`config.mk`:
```
export PLATFORM = sky130hd
export DESIGN_NAME = button_press_ctrl
export DESIGN_NICKNAME = d
export VERILOG_FILES = /design/src/rtl/clock_pkg.sv /design/src/rtl/button_press_ctrl.sv
export SDC_FILE = /design/constraint.sdc
export NUM_CORES = 1
export LEC_CHECK = 0
export BUFFER_PORTS_ARGS = -buffer_cell sky130_fd_sc_hd__buf_4
export CAP_MARGIN = 30
export CORE_ASPECT_RATIO = 1.1
export CORE_UTILIZATION = 36
export CTS_CLUSTER_SIZE = 12
export DETAILED_ROUTE_END_ITERATION = 12
export PLACE_DENSITY = 0.54
export SLEW_MARGIN = 20
export SYNTH_ARGS = -nofsm -noshare
export SYNTH_HDL_FRONTEND = slang
export SYNTH_SLANG_ARGS = --single-unit
```
`constraint.sdc`:
```
create_clock -name clk -period 1.9 [get_ports clk]
set_input_delay 0.19 -clock clk [delete_from_list [all_inputs] [get_ports clk]]
set_output_delay 0.19 -clock clk [all_outputs]
set_load 0.01 [all_outputs]
```
`src/rtl/clock_pkg.sv`:
```
// Shared definitions for the digital clock: button FSM states and default
// cycle counts derived from the system clock frequency.
package clock_pkg;

  typedef enum logic [1:0] {
    IDLE    = 2'd0,
    PRESSED = 2'd1,
    REPEAT  = 2'd2
  } btn_state_t;

  localparam int CLK_FREQ_HZ        = 50_000_000;
  localparam int LONG_PRESS_CYCLES  = CLK_FREQ_HZ;      // 1 s
  localparam int REPEAT_PRESS_CYCLES = CLK_FREQ_HZ / 5; // 200 ms

endpackage

```
`src/rtl/button_press_ctrl.sv`:
```
// Turns debounced button activity into short-press, long-press and
// auto-repeat single-cycle strobes; all outputs are registered.
module button_press_ctrl
  import clock_pkg::*;
#(
  parameter int LONG_CYCLES   = LONG_PRESS_CYCLES,
  parameter int REPEAT_CYCLES = REPEAT_PRESS_CYCLES,
  parameter bit REPEAT_EN     = 1'b1
) (
  input  logic clk,
  input  logic rst_n,
  input  logic btn_level,
  input  logic btn_pulse,
  output logic short_pulse,
  output logic long_pulse,
  output logic repeat_pulse,
  output logic held
);

  localparam int MAX_CYC = (LONG_CYCLES > REPEAT_CYCLES) ? LONG_CYCLES : REPEAT_CYCLES;
  localparam int CNT_W   = $clog2(MAX_CYC);
  localparam logic [CNT_W-1:0] LONG_TC = CNT_W'(LONG_CYCLES - 1);
  localparam logic [CNT_W-1:0] REP_TC  = CNT_W'(REPEAT_CYCLES - 1);

  generate
    if (LONG_CYCLES < 2) begin : g_bad_long
      $error("button_press_ctrl: LONG_CYCLES must be >= 2");
    end
    if (REPEAT_CYCLES < 1) begin : g_bad_repeat
      $error("button_press_ctrl: REPEAT_CYCLES must be >= 1");
    end
  endgenerate

  btn_state_t       state_q, state_d;
  logic [CNT_W-1:0] cnt_q, cnt_d;
  logic             short_q, short_d;
  logic             long_q, long_d;
  logic             rep_q, rep_d;
  logic             held_q, held_d;

  // Release is tested first in every timing state so it wins over terminal counts.
  always_comb begin
    state_d = state_q;
    cnt_d   = cnt_q;
    short_d = 1'b0;
    long_d  = 1'b0;
    rep_d   = 1'b0;
    unique case (state_q)
      IDLE: begin
        if (btn_pulse) begin
          state_d = PRESSED;
          cnt_d   = '0;
        end
      end
      PRESSED: begin
        if (!btn_level) begin
          short_d = 1'b1;
          state_d = IDLE;
          cnt_d   = '0;
        end else if (cnt_q == LONG_TC) begin
          long_d  = 1'b1;
          state_d = REPEAT;
          cnt_d   = '0;
        end else begin
          cnt_d = cnt_q + CNT_W'(1);
        end
      end
      REPEAT: begin
        if (!btn_level) begin
          state_d = IDLE;
          cnt_d   = '0;
        end else if (cnt_q == REP_TC) begin
          cnt_d = '0;
          rep_d = REPEAT_EN;
        end else begin
          cnt_d = cnt_q + CNT_W'(1);
        end
      end
      default: begin
        state_d = IDLE;
        cnt_d   = '0;
      end
    endcase
    held_d = (state_d != IDLE);
  end

  always_ff @(posedge clk or negedge rst_n) begin
    if (!rst_n) begin
      state_q <= IDLE;
      cnt_q   <= '0;
      short_q <= 1'b0;
      long_q  <= 1'b0;
      rep_q   <= 1'b0;
      held_q  <= 1'b0;
    end else begin
      state_q <= state_d;
      cnt_q   <= cnt_d;
      short_q <= short_d;
      long_q  <= long_d;
      rep_q   <= rep_d;
      held_q  <= held_d;
    end
  end

  assign short_pulse  = short_q;
  assign long_pulse   = long_q;
  assign repeat_pulse = rep_q;
  assign held         = held_q;

endmodule

```
==> flow_summary_export.csv <==
group,metric,value,unit
run_status,status,"completed",
synthesis,synth_area_leaders,"dfrtp_1 39%, nand2_1 7.4%, o221ai_1 6.3%",
sta,post-route-min-period,1.854,ns
cells_and_area,fin_nets,284,
synthesis,syn-instance-count,234,
setup_path,crit_type,"reg -> reg",
synthesis,ys_seq_area_frac,0.3858,
global_routing,grt_pass1_vias,1851,
synthesis,yosysWarnings,0,
clock_network,clk_latency,0.29,ns
die,die_w,74.40,um
cells_and_area,area_growth,29.60,%
global_routing,grt_pass1_wl,9218,um
power_and_ir_drop,ir_drop,0.5155,mV
synthesis,synth-edff-count,0,
sta,tightest_slew,0.4423,ns
sta,hold_violations,0,
synthesis,syn_nets,243,
synthesis,ys_types,53,
die,die_y,81.64,um
drt,drc,0,
drt,first_iter_violations,116,
power_and_ir_drop,power.density,744.3,mW/mm^2
sta,fmax,0.5395,GHz
sta,setup_viol,0,
power_and_ir_drop,combPwrFrac,0.303,
power_and_ir_drop,netSwitchingPower,0.0006345,W
synthesis,postSynth.asyncResetShare,1.000,
clock_network,root_buffer,"clkbuf_8",
die,die-area,0.006074,sq mm
job,max_cap_viol_count,0,
setup_path,cp-start-kind,"flip-flop",
sta,skew,0.009624,ns
clock_network,path_clk_slew,0.07,ns
clock_network,cts_buffers,5,
synthesis,synth_common_cells,"41 x nand2_1, 32 x dfrtp_1, 15 x o221ai_1",
power_and_ir_drop,pwr-share-seq,0.369,
cells_and_area,drive_gt1_frac,0.3007,
place,placed_cells,337,
sta,finalCritPeriodShare,0.9755,
cells_and_area,layout.cells.non_filler,351,
min_path,hp-class,"in -> reg",
cells_and_area,diodes,0,
clock_network,htreeDepth,2,
die,ios,8,
synthesis,syn-cell-area,0.002076,sq mm
power_and_ir_drop,clkPwrFrac,0.328,
power_and_ir_drop,switching_share,0.3169,
synthesis,synth-seq-cells,32,
power_and_ir_drop,p_int,0.001368,W
power_and_ir_drop,p_leak,1.155,nW
sta,slew_headroom,0.7029,
global_routing,grt_max_degree,33,
clock_network,clk_path_buf_depth,2,
drt,vias,1898,
drt,vias_per_cell,5.407,
setup_path,crit_required,2.08,ns
drt,drt-total-wl,5515,um
global_routing,grt_use_total,0.2026,
cells_and_area,final_core_util,0.4922,
drt,ant_nets,0,
setup_path,cp.arrival,2.04,ns
synthesis,synthFlopType,"dfrtp_1",
setup_path,end_kind,"flip-flop",
place,gp_congestion,0.8108,
place,portBuffers,7,
power_and_ir_drop,p_total,0.002002,W
clock_network,cts.sink_count,32,
sta,maxSlewViolCount,0,
clock_network,cts_tree,"done",
drt,wl_per_cell,15.71,um
synthesis,synth_top_area_frac,0.3858,
global_routing,antenna_found_initial,0,
die,core-area,0.005465,sq mm
die,floorplan.initialDensity,0.3798,
synthesis,yosysTopAreaCell,"dfrtp_1",
global_routing,grt-ovfl-total,0,
die,row_count,28,
setup_path,crit_fanout,10,
place,hpwl,3846,um
synthesis,synth.avg_cell_area,8.871,sq um
synthesis,synth.most_common_cell,"nand2_1",
drt,detail_route.first_pass.iterations,4,
sta,grt_setup_unrepaired,"yes",
[flip-flops by register name, summed over array words and instances (netlist names)]
name          count
cnt_q            26
held              1
long_pulse        1
repeat_pulse      1
short_pulse       1
state_q           2
[through the flow]
| stage | hold WS (ns) | area, sq um | setup TNS [ns] | setup WS [ns] |
|---|---|---|---|---|
| after global placement | 0.1618 | 2407 | -0.05941 | -0.02358 |
| final | 0.08839 | 2690 | 0 | 0.04646 |
| after detailed placement | 0.1670 | 2407 | -0.2009 | -0.04448 |
| after CTS | 0.08205 | 2545 | -0.03008 | -0.03008 |
| after global routing | 0.08870 | 2690 | -0.1329 | -0.04389 |
| after floorplan | -0.1056 | 2087 | 0 | 0.02949 |
[final cells by class]
type                       instances  area, sq um
fill                             546         2775
tap                               75        93.84
timing repair buffer              47        391.6
multi-input combinational        180         1260
clock buffer                       6        72.57
sequential                        32        803.3
inverter                           9        33.78
clock inverter                     2        35.03
[routing by layer]
layer	GRT usage	up-vias	wire length, um
li1	-	941	-
met1	0.2724	911	2619
met2	0.3198	39	2613
met3	0.03804	7	208
met4	0.07925	0	74
met5	0	-	0
[power by group through the flow]
stage | sequential (W) | clock [W] | combinational [W]
floorplan | 0.000763 | 0 | 0.000296
global placement | 0.000753 | 0 | 0.000509
detailed placement | 0.000753 | 0 | 0.000514
CTS | 0.000741 | 0.000669 | 0.000517
global route | 0.000747 | 0.000699 | 0.000668
finish | 0.000740 | 0.000657 | 0.000606
[timing repair]
item                                    4_1_cts  5_1_grt
buffers inserted                              0        5
gates resized for setup                       4       20
hold buffers                                  1        0
endpoints found under the hold margin        32        0
gates cloned                                  0        0
pin swaps                                     0        8
endpoints found under the setup margin       14       25
[worst paths after layout]
| path | from | end | slack (ns) | cells past startpoint |
|---|---|---|---|---|
| max | cnt_q[9]$_DFFE_PN0P_ | cnt_q[2]$_DFFE_PN0P_ | 0.05 | 7 |
| min | btn_level | short_pulse$_DFF_PN0_ | 0.09 | 2 |
| max reg2reg | cnt_q[9]$_DFFE_PN0P_ | cnt_q[2]$_DFFE_PN0P_ | 0.05 | 7 |
| min reg2reg | cnt_q[1]$_DFFE_PN0P_ | cnt_q[1]$_DFFE_PN0P_ | 0.52 | 2 |
| max in group asynchronous | rst_n | cnt_q[4]$_DFFE_PN0P_ | 1.17 | 2 |
| min in group asynchronous | rst_n | cnt_q[6]$_DFFE_PN0P_ | 0.39 | 2 |
[critical path: stages (launching register included)]
cell and delay [ns]:
dfrtp_2 0.43, nand4b_1 0.23, nor4b_4 0.41, a21boi_4 0.14, buf_12 0.16, buf_8 0.12, o221ai_1 0.18, nand2_1 0.07
[cell families (layout without fill, tap and decap cells)]
kind of cell               after synthesis  count (layout)  synth area share
adders and majority gates                5               5           0.03014
and+or+nand+nor                        121             121            0.3219
DFF                                     32              32            0.3858
xor gates and xnor gates                 5               5           0.02110
AOI/OAI and AO/OA                       49              49            0.1778
buffers and inverters                   22              64           0.06329
[cell usage in the layout (no fill, tap or decap), types with 5 or more instances in the layout]
cell type,n
nand2_1,41
buf_4,42
inv_1,9
nor2b_1,5
nor2_1,11
o21ai_1,9
o211ai_1,5
o221ai_2,5
and2_1,9
nand3_1,7
nand4_1,9
clkbuf_8,5
dfrtp_1,30
o221ai_1,10
nor3_1,6
Power figures use the tool's default switching activity.
